==> src/rtl/cga_vid_pkg.sv <==
// Shared mode encodings and colour-scaling helpers for the CGA video output stage.
// Latency: n/a (types and constant functions only).
// Backpressure: n/a.
package cga_vid_pkg;

    typedef enum logic [1:0] {
        MODE_RGBI      = 2'd0,
        MODE_VGA       = 2'd1,
        MODE_COMP_G    = 2'd2,
        MODE_COMP_GREY = 2'd3
    } mode_e;

    // Map a 0..3 intensity level onto a DAC of the given width, rounding down.
    function automatic logic [7:0] level_scale(input int level, input int width);
        int full;
        full = (1 << width) - 1;
        return 8'((level * full) / 3);
    endfunction

    // Left-align a composite sample into a channel; a narrower channel keeps the top bits.
    function automatic logic [7:0] comp_align(input logic [7:0] sample, input int comp_w, input int width);
        if (width >= comp_w)
            return sample << (width - comp_w);
        else
            return sample >> (comp_w - width);
    endfunction

endpackage

==> src/rtl/cga_palette_ram.sv <==
// 16-entry IRGB palette, reset-loaded with the standard CGA colours (brown fixed up).
// Latency: 1 cycle registered read; a same-cycle write to the read index returns the old value.
// Backpressure: none, one read and one write every cycle.
module cga_palette_ram
    import cga_vid_pkg::*;
#(
    parameter int RED_W   = 6,
    parameter int GREEN_W = 7,
    parameter int BLUE_W  = 6,
    localparam int ENT_W  = RED_W + GREEN_W + BLUE_W
) (
    input  logic             clk,
    input  logic             reset_l,
    input  logic             we,
    input  logic [3:0]       waddr,
    input  logic [ENT_W-1:0] wdata,
    input  logic [3:0]       raddr,
    output logic [ENT_W-1:0] rdata
);

    logic [ENT_W-1:0] mem [16];

    // Default entry: each channel level is 2*colour_bit + intensity; entry 6 uses dim green.
    function automatic logic [ENT_W-1:0] default_entry(input int idx);
        int i_b;
        int r_l;
        int g_l;
        int b_l;
        i_b = (idx >> 3) & 1;
        r_l = 2 * ((idx >> 2) & 1) + i_b;
        g_l = 2 * ((idx >> 1) & 1) + i_b;
        b_l = 2 * (idx & 1) + i_b;
        if (idx == 6)
            g_l = 1;
        return {RED_W'(level_scale(r_l, RED_W)),
                GREEN_W'(level_scale(g_l, GREEN_W)),
                BLUE_W'(level_scale(b_l, BLUE_W))};
    endfunction

    // Storage and read port; the read samples the array before this edge's write lands.
    always_ff @(posedge clk) begin
        if (!reset_l) begin
            for (int i = 0; i < 16; i++)
                mem[i] <= default_entry(i);
            rdata <= '0;
        end else begin
            if (we)
                mem[waddr] <= wdata;
            rdata <= mem[raddr];
        end
    end

endmodule

==> src/rtl/cga_video_out.sv <==
// CGA video output stage: source select, palette/composite mapping, vsync-deferred mode switch.
// Latency: 2 cycles from video/comp_video/syncs to colour and sync outputs.
// Backpressure: none, one pixel accepted and produced every clock.
module cga_video_out
    import cga_vid_pkg::*;
#(
    parameter int RED_W      = 6,
    parameter int GREEN_W    = 7,
    parameter int BLUE_W     = 6,
    parameter int COMP_W     = 7,
    parameter int MODE_RESET = 1
) (
    input  logic                            clk,
    input  logic                            reset_l,
    input  logic [3:0]                      video,
    input  logic                            hsync,
    input  logic [3:0]                      dbl_video,
    input  logic                            dbl_hsync,
    input  logic                            vsync,
    input  logic [COMP_W-1:0]               comp_video,
    input  logic                            blank,
    input  logic [1:0]                      mode_req,
    input  logic                            pal_we,
    input  logic [3:0]                      pal_addr,
    input  logic [RED_W+GREEN_W+BLUE_W-1:0] pal_wdata,
    output logic [1:0]                      mode_active,
    output logic                            mode_pending,
    output logic [RED_W-1:0]                red,
    output logic [GREEN_W-1:0]              green,
    output logic [BLUE_W-1:0]               blue,
    output logic                            hsync_out,
    output logic                            vsync_out
);

    localparam int PAL_W = RED_W + GREEN_W + BLUE_W;

    logic              vsync_q;
    logic              sel_dbl;
    logic [3:0]        pix;
    logic              hs_sel;
    logic [PAL_W-1:0]  s1_pal;
    logic [2:0]        s1_rgb;
    logic [COMP_W-1:0] s1_comp;
    logic              s1_blank;
    logic              s1_hsync;
    logic              s1_vsync;
    logic [7:0]        comp8;
    logic [RED_W-1:0]   nxt_r;
    logic [GREEN_W-1:0] nxt_g;
    logic [BLUE_W-1:0]  nxt_b;

    // Mode register: a new request only takes effect on the rising edge of vsync.
    always_ff @(posedge clk) begin
        if (!reset_l) begin
            vsync_q     <= 1'b0;
            mode_active <= 2'(MODE_RESET);
        end else begin
            vsync_q <= vsync;
            if (vsync && !vsync_q)
                mode_active <= mode_req;
        end
    end

    assign mode_pending = reset_l && (mode_req != mode_active);

    assign sel_dbl = (mode_active == MODE_VGA);
    assign pix     = sel_dbl ? dbl_video : video;
    assign hs_sel  = sel_dbl ? dbl_hsync : hsync;

    cga_palette_ram #(
        .RED_W   (RED_W),
        .GREEN_W (GREEN_W),
        .BLUE_W  (BLUE_W)
    ) u_pal (
        .clk     (clk),
        .reset_l (reset_l),
        .we      (pal_we),
        .waddr   (pal_addr),
        .wdata   (pal_wdata),
        .raddr   (pix),
        .rdata   (s1_pal)
    );

    // Stage 1: capture the selected pixel and its side-band alongside the palette read.
    always_ff @(posedge clk) begin
        if (!reset_l) begin
            s1_rgb   <= '0;
            s1_comp  <= '0;
            s1_blank <= 1'b0;
            s1_hsync <= 1'b0;
            s1_vsync <= 1'b0;
        end else begin
            s1_rgb   <= pix[2:0];
            s1_comp  <= comp_video;
            s1_blank <= blank;
            s1_hsync <= hs_sel;
            s1_vsync <= vsync;
        end
    end

    assign comp8 = 8'(s1_comp);

    // Stage 2 colour mux by the mode in force this cycle; blank overrides colour only.
    always_comb begin
        nxt_r = '0;
        nxt_g = '0;
        nxt_b = '0;
        case (mode_active)
            MODE_RGBI: begin
                nxt_r = {RED_W{s1_rgb[2]}};
                nxt_g = {GREEN_W{s1_rgb[1]}};
                nxt_b = {BLUE_W{s1_rgb[0]}};
            end
            MODE_VGA: begin
                {nxt_r, nxt_g, nxt_b} = s1_pal;
            end
            MODE_COMP_G: begin
                nxt_g = GREEN_W'(comp_align(comp8, COMP_W, GREEN_W));
            end
            default: begin
                nxt_r = RED_W'(comp_align(comp8, COMP_W, RED_W));
                nxt_g = GREEN_W'(comp_align(comp8, COMP_W, GREEN_W));
                nxt_b = BLUE_W'(comp_align(comp8, COMP_W, BLUE_W));
            end
        endcase
        if (s1_blank) begin
            nxt_r = '0;
            nxt_g = '0;
            nxt_b = '0;
        end
    end

    // Stage 2 registers: colour and the delay-matched syncs.
    always_ff @(posedge clk) begin
        if (!reset_l) begin
            red       <= '0;
            green     <= '0;
            blue      <= '0;
            hsync_out <= 1'b0;
            vsync_out <= 1'b0;
        end else begin
            red       <= nxt_r;
            green     <= nxt_g;
            blue      <= nxt_b;
            hsync_out <= s1_hsync;
            vsync_out <= s1_vsync;
        end
    end

endmodule

==> config.mk <==
export PLATFORM = sky130hd
export DESIGN_NAME = cga_video_out
export DESIGN_NICKNAME = d
export VERILOG_FILES = /design/src/rtl/cga_vid_pkg.sv /design/src/rtl/cga_palette_ram.sv /design/src/rtl/cga_video_out.sv
export SDC_FILE = /design/constraint.sdc
export NUM_CORES = 1
export LEC_CHECK = 0
export ABC_AREA = 1
export CAP_MARGIN = 20
export CORE_MARGIN = 8
export CORE_UTILIZATION = 45
export DETAILED_ROUTE_END_ITERATION = 8
export PLACE_DENSITY = 0.69
export SETUP_SLACK_MARGIN = 0.05
export SLEW_MARGIN = 40
export SYNTH_ARGS = -nofsm -noshare
export SYNTH_HDL_FRONTEND = slang
export SYNTH_SLANG_ARGS = --single-unit
==> constraint.sdc <==
create_clock -name clk -period 5.7 [get_ports clk]
set_input_delay 1.14 -clock clk [delete_from_list [all_inputs] [get_ports clk]]
set_output_delay 1.14 -clock clk [all_outputs]
set_load 0.01 [all_outputs]
Word-level counts from Yosys, hierarchy flattened
Memory sizes are Yosys's and may differ from the RTL's. A register that Yosys moved wholly into a read port is not among the register bits.
Cells that the tools add are included.
{"block": "classes", "n_eq_ne": 3, "bitwise_logic": 1, "muxes": 13, "n_mul": 1, "n_div": 1, "n_reduce_logical": 7}
{"operator": "one-hot mux 6 bit (3 select lines)", "count": 2}
{"operator": "divider 32 x 3 -> 32 bit, second input constant", "count": 1}
{"operator": "multiplier 32 x 8 -> 32 bit, second input constant", "count": 1}
{"operator": "two-way mux 32 bit", "count": 1}
{"operator": "two-way mux 19 bit", "count": 1}
{"operator": "OR reduction 19 bit", "count": 1}
{"operator": "one-hot mux 7 bit (2 select lines)", "count": 1}
{"operator": "two-way mux 4 bit", "count": 2}
{"operator": "two-way mux 1 bit", "count": 6}
{"operator": "equality test 2 x 1 -> 1 bit, second input constant", "count": 1}
{"operator": "equality test 2 bit, second input constant", "count": 1}
{"operator": "logical AND 1 bit", "count": 2}
{"operator": "zero test 1 bit", "count": 2}
{"operator": "zero test 2 bit", "count": 1}
{"operator": "inequality test 2 bit", "count": 1}
{"operator": "OR reduction 2 bit", "count": 1}
{"operator": "NOT 1 bit", "count": 1}
{"block": "totals", "output_inout_bits": 24, "regBits": 36, "ram_bits": 304, "in_bits": 47, "n_memories": 1, "word_cells": 38}
{"memory": "u_pal.mem", "words": 16, "word_bits": 19, "rd": 1, "rd_clocked_by_memory_dff": 1, "wr": 16, "line_no": "cga_palette_ram.sv:21", "text": "logic [ENT_W-1:0] mem [16];"}

Depth between registers and ports, before layout
Gate-level depths: netlist (run 1).
{"block": "logic_depth", "depth_word": 5, "mapped_depth": 12, "depth_no_buf": 9}

Cells and area by module
Synthesis (run 1) repeated with hierarchy kept, for this count alone.
{"block": "hier_totals", "hier_cells": 1833, "area_unflattened_um2": 16457.0}
{"module": "cga_palette_ram", "instances": 1, "seq_area_each_um2": 9509.1, "cells_each": 1633, "area_each_um2": 15009.4}
{"module": "cga_video_out", "instances": 1, "seq_area_each_um2": 720.7, "cells_each": 200, "area_each_um2": 1447.6}

Least setup slack after synthesis (run 1)
Ideal clock, no wire load.
{"block": "synth_timing", "kind": "in2reg", "from": "in reset_l", "to": "mem u_pal.mem[15][0] in the netlist's numbering (enable)", "stages": 4, "t_required_ns": 5.279, "slack_ns": 2.442, "arrival_ns": 2.837, "path_cell_list": "nand2_1 nor3_1 inv_1 o21ai_0"}
{"item": "start, declared", "line_no": "cga_video_out.sv:14", "text": "input logic reset_l,"}
{"item": "end, declared", "line_no": "cga_palette_ram.sv:21"}

Worst setup path in the final report (run 1)
{"block": "layout_timing", "from": "in mode_req[1]", "to": "out mode_pending"}
{"block": "layout_via", "elab_chain_cells": 2}
{"item": "start, declared", "line_no": "cga_video_out.sv:22", "text": "input logic [1:0] mode_req,"}
{"item": "inequality test 2 bit", "line_no": "cga_video_out.sv:64", "text": "assign mode_pending = reset_l && (mode_req != mode_active);"}
{"item": "logical AND 1 bit", "line_no": "cga_video_out.sv:64"}
{"item": "end, declared", "line_no": "cga_video_out.sv:27", "text": "output logic mode_pending,"}
Every way passes these cells.

==> results of run 1 <==
-- tightest hold or removal path, cell delays in order, from the launching register on --
cell and delay (ps):
dfxtp_1 300, nand2_1 50, inv_1 40
-- layout by cell type, fill, tap and decap left out, types with 10 or more instances in the layout --
cell and count:
a21oi_1 20, buf_4 21, clkbuf_1 10, clkbuf_16 39
clkdlybuf4s50_1 69, clkinv_1 20, dfxtp_1 55, edfxtp_1 304
inv_1 383, inv_2 12, nand2_1 397, nand3_1 363
nor2_1 190, o21ai_0 28
-- worst paths after layout --
| path | start | to | slack, ps | depth (start not counted) |
|---|---|---|---|---|
| setup / recovery | mode_req[1] | mode_pending | 2120 | 4 |
| hold / removal | s1_hsync | hsync_out | 420 | 2 |
| setup reg to reg | mode_active[1] | u_pal.rdata[6] | 2600 | 10 |
| hold reg to reg | s1_hsync | hsync_out | 420 | 2 |
-- where the power goes --
group	leakage, nW	total (W)	switching (W)	internal, W
Clock	0.536	0.00225	0.000991	0.00125
Combinational	4.33	0.000897	0.000636	0.000261
Sequential	3.43	0.00307	0.0000562	0.00301
Total	8.30	0.00621	0.00168	0.00453
-- per-layer routing --
| layer | track usage | routed length, um | vias to the layer above |
|---|---|---|---|
| met5 | 0 | 13 | - |
| met2 | 0.3414 | 21570 | 676 |
| met4 | 0.07388 | 1564 | 2 |
| li1 | - | - | 6060 |
| met3 | 0.04011 | 5061 | 96 |
| met1 | 0.2850 | 18980 | 6189 |
-- layout make-up --
cell class	instances	area, um2
Sequential cell	359	10230
Inverter	405	1520
Multi-Input combinational cell	1032	4542
Clock inverter	18	87.58
Clock buffer	49	1013
Timing Repair Buffer	97	942.2
Fill cell	3295	17780
Tap cell	468	585.6
-- kinds of logic (layout without fill, tap and decap cells) --
group                  Yosys count  after routing  synth area share
AO/OA/AOI/OAI                   65             65           0.02283
XOR/XNOR                         2              2          0.001045
buffers and inverters          520            569            0.1218
flip-flops                     359            359            0.6101
AND/OR/NAND/NOR                965            965            0.2442
-- sequential cells by signal (all words and copies together), names as in the netlist --
register and count:
green 7, s1_blank 1, s1_hsync 1, red 6
s1_comp 7, s1_rgb 3, u_pal.rdata 19, hsync_out 1
mode_active 2, s1_vsync 1, blue 6, vsync_out 1
u_pal.mem 304
-- per-stage QoR --
stage,power (W),hold slack [ps],util,cells,instance area (um2)
5_1_grt,0.006409,454.4,0.5156,2428,18920
2_1_floorplan,0.003660,390.5,-,1911,16770
3_3_place_gp,0.003982,404.8,0.4844,2360,17780
4_1_cts,0.006211,418.4,0.5152,2428,18910
6_report,0.006213,416.8,0.5156,2428,18920
3_5_place_dp,0.004003,403.5,0.4852,2361,17800
==> flow_summary.toml, run 1 <==
[cts]
cts_root_buffer = "clkbuf_16"
clock_latency_ps = 520
cts_sinks = 359
path_clk_slew_ps = 60
cts_setup_buffers = 0
cts_tree = "yes"
htreeDepth = 2
numCtsBuffers = 39
cts_hold_buf = 0
cts_resized = 0
clk_path_buf_depth = 3

[routing]
drt_iter0_markers = 1638
ant_nets = 0
drt_wl_total_um = 47190
via_per_inst = 5.364
wl_per_cell_um = 19.43
drc = 0
vias = 13020
drt_first_pass_iters = 5

[setup_path]
cp_slowest_cell = "clkdlybuf4s50_1"
critPathTopFamily = "buffers and inverters"
path_cells = "clkdlybuf4s50_1 -> xnor2_1 -> a21oi_1 -> clkdlybuf4s50_1"
crit_type = "in -> out"
crit_top_cell = "clkdlybuf4s50_1"
startpoint_type = "primary input"
cpPeakStageDelay_ps = 560
path_max_fanout = 2
crit_required_ps = 4560
path_buf_inv = 2
endpoint_kind = "output port"
cp.arrival_ps = 2440

[synth]
synth_area_leaders = "edfxtp_1, nand3_1, nand2_1"
yosys-top-cells-count = "nand2_1, inv_1, nand3_1"
synth_nets = 1958
synth_seq_area_share = 0.6101
ys_seq_elements = 359
ys_types = 24
synth-async-reset-ratio = 0
yosysMostFrequentCell = "nand2_1"
synth_area_mm2 = 0.01677
syn_inst = 1911
yosys.area.top_type = "edfxtp_1"
synth_top_area_frac = 0.5444
yosys_warnings = 0
yosys_most_used_dff = "edfxtp_1"
synth_edf_count = 304
avgSynthCellArea_um2 = 8.774

[sta]
worst_slew_pin_slew_ps = 882.2
maxSlewViolCount = 0
fin_crit_ps = 3579
hold_violations = 0
fmax_mhz = 279.4
clock-skew-final_ps = 15.57
timing.setup.tns_ps = 0
fin_ws_ps = 2121
grt_setup_unrepaired = "no"
setup_viol = 0
relSlewSlack = 0.4112
period_share = 0.6279

[run_status]
run_status = "completed"

[placed_design]
dp_hpwl_um = 29780
io_buffers = 70
dp_slack_ps = 1120
place_congestion = 0.8577

[grt]
grt_first_pass_wirelength_um = 71390
grt_util_all_layers = 0.2121
grt_max_degree = 78
grt-ovfl-total = 0
antenna_found_initial = 1
grt_pass1_vias = 12430

[flow_run]
drv_cap = 0

[floorplan]
core_area_mm2 = 0.03670
rows = 70
ioPinCount = 71
die-area_mm2 = 0.04369
die_h_um = 209.0
die_w_um = 209.0
start_util = 0.4569

[worst_hold_path]
hold_class = "reg -> reg"

[final_layout]
layout-drive-gt1-share = 0.05153
syn_to_final_growth_pct = 12.84
diodes = 0
final_nets = 1981

[pwr]
pwr_density_cell_mw_per_mm2 = 328.4
irDropWorstVdd_v = 0.0001802
p_leak_nw = 8.300
Power figures use the tool's default switching activity.
==> run 2, diff against run 1 <==
--- a/config.mk
+++ b/config.mk
@@ -10,7 +10,7 @@
 export CORE_MARGIN = 8
 export CORE_UTILIZATION = 45
 export DETAILED_ROUTE_END_ITERATION = 8
-export PLACE_DENSITY = 0.69
+export PLACE_DENSITY = 0.71
 export SETUP_SLACK_MARGIN = 0.05
 export SLEW_MARGIN = 40
 export SYNTH_ARGS = -nofsm -noshare
==> constraint.sdc (replaced) <==
create_clock -name clk -period 3.1 [get_ports clk]
set_input_delay 0.62 -clock clk [delete_from_list [all_inputs] [get_ports clk]]
set_output_delay 0.62 -clock clk [all_outputs]
set_load 0.01 [all_outputs]
==> run 2 against run 1 <==
  * Sequential power increased by 84%
  * Count of clock-buffer cells in the layout up 1
  * Setup slack got worse by 1800 ps
  * Clock skew grew 5.6 ps
  * Register-to-register slack worse by 1900 ps
  * Worst hold slack gained 15 ps
  * Global-route usage decreased by 0.58 points
  * Cell count up 2.1%
  * First-iteration DRC count increased by 1.3%
  * Die area unchanged
  * Total power rose by 94%
  * Combinational power is 87% higher
==> flow_summary.toml, run 2 (synthesis gave the netlist of run 1 again) <==
[placed_design]
dp_slack_ps = 278.7
place_congestion = 0.9030
io_buffers = 70
dp_hpwl_um = 30120
place_inst = 2408

[flow_run]
drv_cap = 0

[setup_path]
crit_end = "mode_pending"
crit_required_ps = 2480
rr_startpoint = "mode_active[1]"
r2r_setup_slack_ps = 700
r2r_cells = 11
endpoint_kind = "output port"
r2r-end = "u_pal.rdata[11]"
cp.arrival_ps = 2120
path_max_fanout = 4
startpoint_type = "primary input"
crit_type = "in -> out"
worstSetupStartpoint = "reset_l"

[floorplan]
die_w_um = 209.0
die_h_um = 209.0
ioPinCount = 71
start_util = 0.4569
core_area_mm2 = 0.03670
rows = 70
die-area_mm2 = 0.04369

[sta]
fin_crit_ps = 2742
period_share = 0.8846
maxSlewViolCount = 0
relSlewSlack = 0.4251
worst_slew_pin_slew_ps = 861.4
setup_viol = 0
fin_ws_ps = 357.6
clock-skew-final_ps = 21.18
hold_violations = 0
fmax_mhz = 364.6
grt_setup_unrepaired = "no"
timing.setup.tns_ps = 0

[cts]
cts_tree = "yes"
cts_root_buffer = "clkbuf_16"
clk_path_buf_depth = 3
clock_latency_ps = 530
cts_setup_buffers = 0
numCtsBuffers = 39
cts_hold_buf = 0
cts_sinks = 359
path_clk_slew_ps = 60
htreeDepth = 2
cts_resized = 0

[grt]
grt_util_all_layers = 0.2063
grt-ovfl-total = 0
antenna_found_initial = 0
grt_max_degree = 77
grt_first_pass_wirelength_um = 70550
grt_pass1_vias = 12400

[final_layout]
syn_to_final_growth_pct = 16.55
final_cell_mix = "nand2_1, inv_1, nand3_1, edfxtp_1, nor2_1"
diodes = 0
largest_reg_flops = 304
regMostFlops = "u_pal.mem"
layout-drive-gt1-share = 0.07164
final_nets = 2028
nFillCells = 3222
regArea_mm2 = 0.01023
final_common_cell = "nand2_1"
reg_top3 = "u_pal.mem x304, u_pal.rdata x19"
multi_input_area_mm2 = 0.004519
instances_no_fill = 2478

[worst_hold_path]
hold_class = "reg -> reg"
min_path_cells = 2

[routing]
ant_nets = 0
wl_per_cell_um = 18.47
drt_wl_total_um = 45770
drc = 0
drt_first_pass_iters = 5
drt_iter0_markers = 1659
vias = 13100
via_per_inst = 5.285

[run_status]
run_status = "completed"

[pwr]
p_leak_nw = 8.693
irDropWorstVdd_v = 0.0003368
pwr_density_cell_mw_per_mm2 = 615.9
==> run 2: cell count changes in the layout (fill, tap and decap cells not counted), moves of 8 or more <==
cell	before	now
inv_1	383	398
buf_4	21	64
buf_12	2	10
inv_2	12	3
clkinv_1	20	10
==> run 2: layout make-up <==
class | instances | area share
inverters | 405 | 0.07779
flip-flops and latches | 359 | 0.5235
multi-input cells | 1032 | 0.2313
repair buffers | 144 | 0.07068
clock buffers | 50 | 0.05628
clock inverters | 20 | 0.01056
well taps | 468 | 0.02996
==> run 2: worst max-delay path: stages <==
cell and delay, ps:
clkdlybuf4s50_1 700, inv_1 120, a21oi_1 130, clkdlybuf4s50_1 550
==> run 2: where the power goes <==
group	switching, W	internal, W
combinational	0.00114	0.000540
sequential	0.000104	0.00554
clock	0.00188	0.00284
==> run 2: metal layers <==
layer	track usage	up-vias	part of all wire	wire [um]
met1	0.2773	6185	0.41	18840
li1	-	6154	-	-
met5	0	-	0	0
met2	0.3253	643	0.45	20820
met4	0.08238	0	0.036	1633
met3	0.04116	114	0.098	4480
==> run 2: how the worst min path moves through the flow <==
stage,slack [ps],startpoint,end
2_1_floorplan,390,s1_hsync,hsync_out
3_3_place_gp,410,s1_hsync,hsync_out
3_5_place_dp,410,s1_hsync,hsync_out
4_1_cts,440,s1_hsync,hsync_out
5_1_grt,460,s1_hsync,hsync_out
6_report,430,s1_hsync,hsync_out
==> run 2: per-stage QoR <==
step / area, um2 / hold slack (ps) / power [W] / utilization
final: 19540 / 431.5 / 0.01204 / 0.5325
after global routing: 19540 / 455.6 / 0.01243 / 0.5325
after CTS: 19540 / 438.5 / 0.01206 / 0.5325
after detailed placement: 18240 / 411.2 / 0.007387 / 0.4969
after global placement: 18240 / 407.7 / 0.007355 / 0.4969
after floorplan: 16770 / 390.5 / 0.006730 / -
